--- src/rtl/scn_pkg.sv ---
// scn_pkg: arbiter state encoding and default geometry for the scanline layer fetcher.
package scn_pkg;
  typedef enum logic [1:0] {ST_IDLE, ST_WAIT, ST_DRAIN} arb_state_e;
  localparam int N_LAYERS_DEF = 3;
  localparam int TILE_WIDTH_DEF = 8;
  localparam int SLOTS_DEF = 4;
  localparam int QDEPTH_DEF = 2;
  localparam int ROM_AW_DEF = 21;
endpackage

--- src/rtl/scn_tile_shifter.sv ---
// scn_tile_shifter: per-layer ring of tile rows and colour banks with a registered tap read.
module scn_tile_shifter
  import scn_pkg::*;
#(
  parameter int TILE_WIDTH = TILE_WIDTH_DEF,
  parameter int SLOTS = SLOTS_DEF,
  localparam int SW = $clog2(SLOTS),
  localparam int PW = $clog2(TILE_WIDTH)
) (
  input  logic                    clk,
  input  logic                    reset,
  input  logic                    ce_pixel,
  input  logic                    we,
  input  logic [SW-1:0]           wslot,
  input  logic                    wflip,
  input  logic [7:0]              wcolor,
  input  logic [TILE_WIDTH*4-1:0] wdata,
  input  logic [SW+PW-1:0]        tap,
  output logic [11:0]             dot
);
  logic [TILE_WIDTH*4-1:0] row_q [SLOTS], row_d [SLOTS];
  logic [7:0] color_q [SLOTS], color_d [SLOTS];
  logic [11:0] dot_q, dot_d;
  always_comb begin
    row_d = row_q;
    color_d = color_q;
    if (we) begin
      color_d[wslot] = wcolor;
      for (int i = 0; i < TILE_WIDTH; i++)
        row_d[wslot][i*4 +: 4] = wflip ? wdata[i*4 +: 4] : wdata[(TILE_WIDTH-1-i)*4 +: 4];
    end
    // reads the pre-write contents so a same-cycle write never shows through
    dot_d = {color_q[tap[SW+PW-1:PW]], row_q[tap[SW+PW-1:PW]][int'(tap[PW-1:0])*4 +: 4]};
  end
  always_ff @(posedge clk) begin
    if (reset) dot_q <= '0;
    else if (ce_pixel) dot_q <= dot_d;
    row_q <= row_d;
    color_q <= color_d;
  end
  assign dot = dot_q;
endmodule

--- src/rtl/scn_layer_fetch.sv ---
// scn_layer_fetch: per-layer request queues, round-robin toggle-handshake ROM arbiter,
// tile rings and priority mixer.
module scn_layer_fetch
  import scn_pkg::*;
#(
  parameter int N_LAYERS = N_LAYERS_DEF,
  parameter int TILE_WIDTH = TILE_WIDTH_DEF,
  parameter int SLOTS = SLOTS_DEF,
  parameter int QDEPTH = QDEPTH_DEF,
  parameter int ROM_AW = ROM_AW_DEF,
  localparam int SW = $clog2(SLOTS),
  localparam int TW = $clog2(SLOTS) + $clog2(TILE_WIDTH)
) (
  input  logic                     clk,
  input  logic                     reset,
  input  logic                     ce_pixel,
  input  logic [N_LAYERS-1:0]      req_valid,
  output logic [N_LAYERS-1:0]      req_ready,
  input  logic [N_LAYERS*ROM_AW-1:0] req_addr,
  input  logic [N_LAYERS*8-1:0]    req_color,
  input  logic [N_LAYERS-1:0]      req_flip,
  input  logic [N_LAYERS*SW-1:0]   req_slot,
  output logic [ROM_AW-1:0]        rom_address,
  output logic                     rom_req,
  input  logic                     rom_ack,
  input  logic [TILE_WIDTH*4-1:0]  rom_data,
  input  logic [N_LAYERS*TW-1:0]   tap,
  input  logic [N_LAYERS-1:0]      layer_en,
  input  logic [N_LAYERS*2-1:0]    prio_order,
  output logic [N_LAYERS*12-1:0]   dot_out,
  output logic [11:0]              mix_dot,
  output logic [2:0]               mix_layer
);
  localparam int EW = ROM_AW + 9 + SW;
  localparam int CW = $clog2(QDEPTH + 1);
  localparam int QW = QDEPTH > 1 ? $clog2(QDEPTH) : 1;
  arb_state_e state_q, state_d;
  logic [1:0] grant_q, grant_d, last_q, last_d, g, idx, p;
  logic [ROM_AW-1:0] rom_address_q, rom_address_d;
  logic rom_req_q, rom_req_d, done, found;
  logic [EW-1:0] mem_q [N_LAYERS][QDEPTH], mem_d [N_LAYERS][QDEPTH], head [N_LAYERS];
  logic [QW-1:0] rd_q [N_LAYERS], rd_d [N_LAYERS], wr_q [N_LAYERS], wr_d [N_LAYERS];
  logic [CW-1:0] cnt_q [N_LAYERS], cnt_d [N_LAYERS];
  logic [N_LAYERS-1:0] push, pop, busy;
  logic [11:0] mix_dot_q, mix_dot_d;
  logic [2:0] mix_layer_q, mix_layer_d;

  function automatic logic [QW-1:0] wrap_inc(input logic [QW-1:0] v);
    return (int'(v) == QDEPTH - 1) ? '0 : v + 1'b1;
  endfunction

  assign push = req_valid & req_ready;
  assign done = state_q == ST_WAIT && rom_req_q == rom_ack && !reset;

  genvar l;
  for (l = 0; l < N_LAYERS; l++) begin : g_layer
    assign req_ready[l] = cnt_q[l] < CW'(QDEPTH);
    assign busy[l] = cnt_q[l] != '0;
    assign pop[l] = done && grant_q == 2'(l);
    assign head[l] = mem_q[l][rd_q[l]];
    scn_tile_shifter #(.TILE_WIDTH(TILE_WIDTH), .SLOTS(SLOTS)) u_shifter (
      .clk(clk), .reset(reset), .ce_pixel(ce_pixel), .we(pop[l]),
      .wslot(head[l][SW-1:0]), .wflip(head[l][SW]), .wcolor(head[l][SW+1 +: 8]),
      .wdata(rom_data), .tap(tap[l*TW +: TW]), .dot(dot_out[l*12 +: 12])
    );
  end

  // largest offset first so the nearest busy layer after last_grant wins
  always_comb begin
    g = last_q;
    idx = '0;
    for (int k = N_LAYERS; k >= 1; k--) begin
      idx = 2'((int'(last_q) + k) % N_LAYERS);
      if (busy[idx]) g = idx;
    end
  end

  always_comb begin
    state_d = state_q;
    grant_d = grant_q;
    last_d = last_q;
    rom_address_d = rom_address_q;
    rom_req_d = rom_req_q;
    mem_d = mem_q;
    rd_d = rd_q;
    wr_d = wr_q;
    cnt_d = cnt_q;
    case (state_q)
      ST_IDLE: if (|busy && rom_req_q == rom_ack && !reset) begin
        rom_address_d = head[g][EW-1 -: ROM_AW];
        rom_req_d = ~rom_req_q;
        grant_d = g;
        state_d = ST_WAIT;
      end
      ST_WAIT: if (done) begin
        last_d = grant_q;
        state_d = ST_IDLE;
      end
      ST_DRAIN: if (rom_req_q == rom_ack) state_d = ST_IDLE;
      default: state_d = ST_IDLE;
    endcase
    for (int i = 0; i < N_LAYERS; i++) begin
      if (push[i]) begin
        mem_d[i][wr_q[i]] = {req_addr[i*ROM_AW +: ROM_AW], req_color[i*8 +: 8], req_flip[i], req_slot[i*SW +: SW]};
        wr_d[i] = wrap_inc(wr_q[i]);
      end
      if (pop[i]) rd_d[i] = wrap_inc(rd_q[i]);
      cnt_d[i] = cnt_q[i] + CW'(push[i]) - CW'(pop[i]);
    end
  end

  always_comb begin
    mix_dot_d = '0;
    mix_layer_d = 3'(N_LAYERS);
    found = 1'b0;
    p = '0;
    for (int i = 0; i < N_LAYERS; i++) begin
      p = prio_order[i*2 +: 2];
      if (!found && int'(p) < N_LAYERS && layer_en[p] && dot_out[int'(p)*12 +: 4] != '0) begin
        found = 1'b1;
        mix_dot_d = dot_out[int'(p)*12 +: 12];
        mix_layer_d = {1'b0, p};
      end
    end
  end

  always_ff @(posedge clk) begin
    if (reset) begin
      // an open ROM transaction survives reset and must be drained before reuse
      state_q <= (rom_req_q != rom_ack) ? ST_DRAIN : ST_IDLE;
      grant_q <= '0;
      last_q <= 2'(N_LAYERS - 1);
      rom_address_q <= '0;
      rd_q <= '{default: '0};
      wr_q <= '{default: '0};
      cnt_q <= '{default: '0};
      mix_dot_q <= '0;
      mix_layer_q <= 3'(N_LAYERS);
    end else begin
      state_q <= state_d;
      grant_q <= grant_d;
      last_q <= last_d;
      rom_address_q <= rom_address_d;
      rd_q <= rd_d;
      wr_q <= wr_d;
      cnt_q <= cnt_d;
      if (ce_pixel) begin
        mix_dot_q <= mix_dot_d;
        mix_layer_q <= mix_layer_d;
      end
    end
    rom_req_q <= rom_req_d;
    mem_q <= mem_d;
  end

  assign rom_address = rom_address_q;
  assign rom_req = rom_req_q;
  assign mix_dot = mix_dot_q;
  assign mix_layer = mix_layer_q;
endmodule

--- config.mk ---
export PLATFORM = sky130hd
export DESIGN_NAME = scn_layer_fetch
export DESIGN_NICKNAME = d
export VERILOG_FILES = /design/src/rtl/scn_pkg.sv /design/src/rtl/scn_tile_shifter.sv /design/src/rtl/scn_layer_fetch.sv
export SDC_FILE = /design/constraint.sdc
export NUM_CORES = 1
export LEC_CHECK = 0
export ABC_CLOCK_PERIOD_IN_PS = 6300
export CAP_MARGIN = 5
export CELL_PAD_IN_SITES_DETAIL_PLACEMENT = 1
export CELL_PAD_IN_SITES_GLOBAL_PLACEMENT = 2
export CORE_AREA = 2 2 358 360
export DETAILED_ROUTE_END_ITERATION = 10
export DIE_AREA = 0 0 360 362
export PLACE_DENSITY_LB_ADDON = 0.1
export REMOVE_ABC_BUFFERS = 1
export SLEW_MARGIN = 0
export SYNTH_ARGS = -nofsm -noshare
export SYNTH_HDL_FRONTEND = slang
export SYNTH_SLANG_ARGS = --single-unit
--- constraint.sdc ---
create_clock -name clk -period 6.3 [get_ports clk]
set_clock_uncertainty 0.15 [all_clocks]
set_input_delay 1.26 -clock clk [delete_from_list [all_inputs] [get_ports clk]]
set_output_delay 1.26 -clock clk [all_outputs]
set_load 0.02 [all_outputs]
==> results of run 1 <==
## placed cells by master, fill, tap and decap left out, types with 8 or more instances in the layout
cell type / count
a211oi_1: 32
clkdlybuf4s50_1: 225
o21ai_0: 16
clkinv_1: 17
mux2_2: 129
nor3_1: 9
dfxtp_1: 84
nand2_1: 55
mux2i_1: 174
o221ai_2: 20
clkbuf_16: 94
inv_1: 22
edfxtp_1: 675
clkbuf_8: 11
nor2_1: 132
ha_1: 8
clkinv_2: 12
o2bb2ai_1: 14
clkbuf_1: 19
nor2_4: 15
o31a_1: 8
buf_4: 36
mux4_2: 136
o32ai_1: 8
## registers in the layout, indices dropped and copies added, names as in the netlist
signal / cells
g_layer.u_shifter.row_q: 384
mem_q: 192
g_layer.u_shifter.color_q: 96
g_layer.u_shifter.dot: 36
rom_address: 21
mix_dot: 12
cnt_q: 6
rd_q: 3
wr_q: 3
grant_q: 2
last_q: 2
mix_layer: 2
state_q: 2
rom_req: 1
## worst min path at each step
stage / start / end / slack (ns) / cells after the start
after detailed placement: rom_address[15]$_SDFFE_PP0P_ / rom_address[15]$_SDFFE_PP0P_ / 0.30 / 2
after CTS: rom_address[15]$_SDFFE_PP0P_ / rom_address[15]$_SDFFE_PP0P_ / 0.32 / 2
final: rom_address[15]$_SDFFE_PP0P_ / rom_address[15]$_SDFFE_PP0P_ / 0.32 / 2
after floorplan: grant_q[1]$_SDFFE_PP0P_ / grant_q[1]$_SDFFE_PP0P_ / 0.33 / 2
after global routing: rom_address[0]$_SDFFE_PP0P_ / rom_address[0]$_SDFFE_PP0P_ / 0.35 / 2
after global placement: rom_address[0]$_SDFFE_PP0P_ / rom_address[0]$_SDFFE_PP0P_ / 0.31 / 2
## kinds of logic after synthesis
| kind of cell | share of synthesized area, % |
|---|---|
| buffers and inverters | 1.78 |
| other | 0.0119 |
| and+or+nand+nor | 3.37 |
| xor gates and xnor gates | 0.362 |
| adders and majority gates | 0.319 |
| DFF | 70.1 |
| AOI/OAI and AO/OA | 4.09 |
| muxes | 20.0 |
## final cells by class
| type | instances | area (um^2) |
|---|---|---|
| Antenna cell | 6 | 15.0 |
| Clock buffer | 124 | 2570 |
| Clock inverter | 48 | 495 |
| Fill cell | 12900 | 87800 |
| Inverter | 22 | 82.6 |
| Multi-Input combinational cell | 854 | 9000 |
| Sequential cell | 762 | 22000 |
| Tap cell | 1662 | 2080 |
| Timing Repair Buffer | 273 | 2660 |
## cell usage after synthesis (3+ instances only)
cell type  instances  area [um^2]
xor2_1             7         61.3
nand2_1           56          210
a211o_1            3         26.3
a21oi_1            7         35.0
mux2_2           129         1450
a31oi_1            5         31.3
nor3_1             9         45.0
o2bb2ai_1         14          123
o32ai_1            8         70.1
xnor2_1            6         52.6
and3_1             4         25.0
nor2b_1            7         43.8
clkbuf_1          46          173
buf_4              9         67.6
buf_1             13         48.8
edfxtp_1         675        20300
buf_2             21          105
o31a_1             8         70.1
mux2i_1          177         1770
or3_1              4         25.0
o21ai_0           16         80.1
nand2b_1           4         25.0
a211oi_1          32          240
o221ai_2          20          300
ha_1               8          100
mux4_2           136         3060
dfxtp_1           87         1740
a32oi_1            3         26.3
buf_6              7         78.8
nor2_1           147          552
o32a_1             3         30.0
inv_1             22         82.6
## per-layer routing
metal	routed length [um]	GRT usage [%]
met5	37	0
met4	2350	4.37
met3	3380	2.74
met2	50000	26.6
met1	43000	19.1
## critical path, delay by kind of cell
kind / cells / cell delay, ns
compound gates: 4 / 1.74
buf+inv: 1 / 1.08
simple gates: 2 / 0.76
## power by group through the flow
stage | registers, mW | logic (mW) | clock network [mW]
2_1_floorplan | 6.06 | 0.744 | 0
3_3_place_gp | 6.06 | 1.54 | 0
3_5_place_dp | 6.06 | 1.56 | 0
4_1_cts | 5.96 | 1.56 | 5.51
5_1_grt | 5.98 | 1.64 | 5.67
6_report | 5.95 | 1.51 | 5.32
==> impl_results.md, run 1 <==
- Status: finished, final reports clean
- Sequential share of the synthesized area: a little over two thirds
- CTS tree: yes
- Avg Vias per Cell: 4.53
- Cells after synthesis: between 1500 and 2000
- Clock power frac: about two fifths
- Launching element type of the critical path: input port
- Initial DRC count: between 900 and 1000
- Final hold violations: 0
- FMAX: approximately 0.22 GHz
- Clock Latency Late Sink: around 0.68 ns
- Final worst-path cycle share: a little under three quarters
- Critical Path Sink: mix_dot[9]$_SDFFE_PP0P_
- First-pass GRT wire length: roughly 140000 um
- Sink Count: ~760
- CP arrival: 4.87 ns
- GRT Util Overall: between 10% and 20%
- Final min period: around 4.5 ns
- Hold Slack: roughly 0.32 ns
- RSZ-0062 raised after global routing: no
- R2R Path Start: rom_req$_DFFE_PP_
- Fin. max-slew vios: 0
- Worst path cell trace: clkdlybuf4s50_1, nor2b_2, o2bb2ai_1, o41ai_4, nand3_2, a211oi_1, o32ai_1
- Largest net degree at the start of global routing: 55
- Placed inst area: 35800 um^2
- FFs w/ async S/R, synth: 0%
- Final nets: roughly 2200
- Post-route ant nets: 0
- DIE AREA: around 130000 um^2
- Final Worst Setup Slack: 1.79 ns
- Int Power: approximately 9.6 mW
- Worst slew pin tran: 1.08 ns
- Post-synth EDFFs: between 600 and 700
- Port Buffers: 233
- Setup CP Type: input port to register
- Clk buf depth: 3
- Comb pwr share: 11.8%
- Worst-path fanout max: 16
- Setup bufs post-CTS: 0
- #FFs+latches synth: 762
- H-tree depth: 3
- Reg clk slew, reported paths: around 0.06 ns
- Total CTS buffers: 94
- Initial Util: between 20% and 30%
- Crit. End Element: register
- Register share of total power: between 40% and 50%
- Dpl ws: 1.14 ns
- Sw Ratio: 25.1%
- Post-cts sizing count: 0
- Initial antenna violation count: 11
- Setup TNS: 0 ns
- Post-Syn Area: roughly 31000 um^2
- Number of global-route vias before repair: 19000
- Post-route non-filler standard cell count: about 3800
- Layout Utilization: roughly 31%
- WL per Instance: roughly 26 um
- Final WL: roughly 99000 um
- Die width: 360 um
- Std-Cell Rows: 131
- DRT Pass-1 Iters: 5
- Critical path's slowest cell: clkdlybuf4s50_1
- Leak pwr: approximately 13 nW
- Largest stage delay, worst path: ~1.1 ns
- # Max-Cap Violations: 0
- HP Class: register to register
- CORE AREA: roughly 130000 um^2
- Pwr Total: approximately 13 mW
- Max VDD drop: 0.177 mV
- Power per cell area: ~330 nW/um^2
- Placed Cells: about 3600
- Die Height: around 360 um
- Ys flop type: edfxtp_1
- DRC Markers: 0
- Fraction of layout cells with a size suffix above 1: roughly a quarter
- Total congestion overflow: 0
- Beginning of the critical path: prio_order[2]
- Via count: about 17000
- Gpl congestion: 0.738
- Final HPWL from detailed placement: between 60000 and 70000 um
- Reg-to-reg slack, setup: approximately 2.9 ns
- Avg Synthesized Cell Area: around 18 um^2
- NetSw: between 3 and 4 mW
- Area Overhead vs Synth: 23.9%
- Reg2reg path depth: 6
- Ports: ~240
- Synth warn: 0
- Slew HR: 28.1%
- Yosys cell types: between 60 and 70
- Hold buffer count at CTS: 0
- Design Area, Final: between 30000 and 40000 um^2
- Worst R2R End: g_layer[1].u_shifter.color_q[19]$_DFFE_PP_
- Finish-stage setup viols: 0
- Clock root buffer: clkbuf_16
- WP data required: 6.66 ns
Power figures use the tool's default switching activity.
==> run 2, diff against run 1 <==
Settings changed: ABC_CLOCK_PERIOD_IN_PS 6300 to 4000.
Clock period 6.3 ns to 4 ns, I/O delays scaled along.
==> run 2 against run 1 <==
  * Largest power group unchanged
  * Clock-buffer cell count decreased by 7
  * First-iteration DRC count shrank 3.3%
  * Final cell count rose by 0.85%
  * Core utilization rose by 0.29 points
  * Combinational power rose by 61%
==> impl_results.md, run 2 (synthesis results as in run 1) <==
- Hold Slack: between 0.2 and 0.3 ns
- Setup bufs post-CTS: 0
- CORE AREA: around 130000 um^2
- Final worst-path cycle share: 78.6%
- Area Overhead vs Synth: 25.1%
- Gpl congestion: 0.753
- Avg Vias per Cell: ~4.5
- RSZ-0062 raised after global routing: no
- Initial antenna violation count: 17
- # Max-Cap Violations: 0
- DRC Markers: 0
- Launching element type of the critical path: input port
- HP Class: input port to register
- Power per cell area: 509 nW/um^2
- Post-route non-filler standard cell count: ~3800
- Worst slew pin tran: roughly 1.0 ns
- Most frequent cells in the layout: edfxtp_1, clkdlybuf4s50_1, mux2i_1, mux4_2, nor2_1
- Die width: 360 um
- Final hold violations: 0
- First-pass GRT wire length: 138000 um
- Crit. End Element: register
- Initial Util: between 20% and 30%
- Beginning of the critical path: prio_order[0]
- Status: finished, final reports clean
- Max VDD drop: approximately 0.32 mV
- Final HPWL from detailed placement: roughly 64000 um
- Setup TNS: 0 ns
- Fin. max-slew vios: 0
- Total congestion overflow: 0
- Commonest non-fill, non-tap cell in the layout: edfxtp_1
- WP data required: approximately 4.4 ns
- Largest register FFs: 384
- H-tree depth: 3
- Largest regs: g_layer.u_shifter.row_q x384, mem_q x192, g_layer.u_shifter.color_q x96
- Largest stage delay, worst path: roughly 0.66 ns
- Post-route ant nets: 0
- CP Depth: 7
- Finish-stage setup viols: 0
- GRT Util Overall: 14.7%
- Clock root buffer: clkbuf_16
- Reg-to-reg slack, setup: about 1.0 ns
- Diode count: 0
- Leak pwr: 12.7 nW
- Final min period: 3.14 ns
- Std-Cell Rows: 131
- Die Height: about 360 um
- Clk buf depth: 3
- Critical Path Sink: mix_layer[1]$_SDFFE_PP1P_
- DRT Pass-1 Iters: 4
- Reg2reg path depth: 9
- Final nets: about 2200
- Worst path cell trace: clkdlybuf4s50_1, nor2b_1, o2bb2ai_1, o41a_1, nor2_1, and3_1, a2111o_1
- DIE AREA: between 100000 and 150000 um^2
- Port Buffers: around 230
- Largest net degree at the start of global routing: approximately 40
- Fraction of layout cells with a size suffix above 1: 25.4%
- R2R Path Start: last_q[1]$_SDFFE_PP1P_
- Hold buffer count at CTS: 0
- Dpl ws: 0.180 ns
- Placed inst area: 36300 um^2
- Largest register by flop count: g_layer.u_shifter.row_q
- Worst-path fanout max: 16
- Worst path bufs/invs: 1
- CTS tree: yes
- Via count: ~17000
- Slew HR: ~30%
- Final Worst Setup Slack: approximately 0.86 ns
- Final WL: roughly 96000 um
- Sink Count: approximately 760
- Design Area, Final: 39300 um^2
- Ports: 235
- CP arrival: around 3.6 ns
- WL per Instance: around 25 um
- Initial DRC count: between 900 and 1000
- CP top delay family: compound AO/OA/AOI/OAI gates
- Setup CP Type: input port to register
- Post-cts sizing count: 0
- Total CTS buffers: ~90
- Hold depth: 2
- Worst R2R End: rom_address[13]$_SDFFE_PP0P_
- Clock Latency Late Sink: between 0.6 and 0.7 ns
- Number of global-route vias before repair: 19000
- FMAX: around 0.32 GHz
- Placed Cells: ~3600
- Reg clk slew, reported paths: around 0.06 ns
- Critical path's slowest cell: o41a_1
[run 2: cell types whose count changed in the layout (fill, tap and decap cells not counted), sizes merged]
cell / change
diode: -6
clkbuf: -7
buf: +44
clkinvlp: +1
inv: -1
bufinv: +1
[run 2: layout make-up]
cell class | count | area, um^2
fill | 12900 | 87400
clock buffer | 117 | 2460
clock inverter | 49 | 523
timing repair buffer | 317 | 3140
tap | 1662 | 2080
inverter | 22 | 82.6
sequential | 762 | 22000
multi-input combinational | 854 | 9000
[run 2: worst min path at each step]
stage / slack (ns) / start / to
floorplan: 0.33 / grant_q[1]$_SDFFE_PP0P_ / grant_q[1]$_SDFFE_PP0P_
global placement: 0.30 / rom_address[15]$_SDFFE_PP0P_ / rom_address[15]$_SDFFE_PP0P_
detailed placement: 0.31 / rom_address[15]$_SDFFE_PP0P_ / rom_address[15]$_SDFFE_PP0P_
CTS: 0.22 / reset / cnt_q[5]$_SDFF_PP0_
global route: 0.24 / reset / cnt_q[4]$_SDFF_PP0_
finish: 0.26 / reset / cnt_q[5]$_SDFF_PP0_
[run 2: worst reg2reg max path, stage by stage, from the launching register on]
cell	delay (ns)
dfxtp_1	0.42
inv_1	0.06
ha_1	0.28
nor3b_2	0.20
or3_1	0.31
a311o_1	0.36
a21oi_2	0.14
buf_4	0.37
mux2_2	0.44
o221ai_2	0.16
[run 2: layer usage]
layer / up-vias / share of wire (%) / GRT usage (%)
met4: 14 / 2.4 / 4.11
met3: 146 / 4.0 / 3.03
met5: - / 0.094 / 0
li1: 7586 / - / -
met2: 340 / 50 / 25.2
met1: 9007 / 44 / 18.6
[run 2: metrics by stage]
| step | utilization, % | power, mW |
|---|---|---|
| after CTS | 31.0 | 20.4 |
| after floorplan | - | 10.7 |
| after detailed placement | 28.7 | 12.0 |
| final | 31.0 | 20.0 |
| after global routing | 31.0 | 20.8 |
| after global placement | 28.7 | 12.0 |
[run 2: power breakdown]
| group | switching (mW) | internal [mW] | total [mW] |
|---|---|---|---|
| Sequential | 0.213 | 9.15 | 9.36 |
| Combinational | 1.40 | 1.03 | 2.43 |
| Clock | 3.39 | 4.81 | 8.20 |
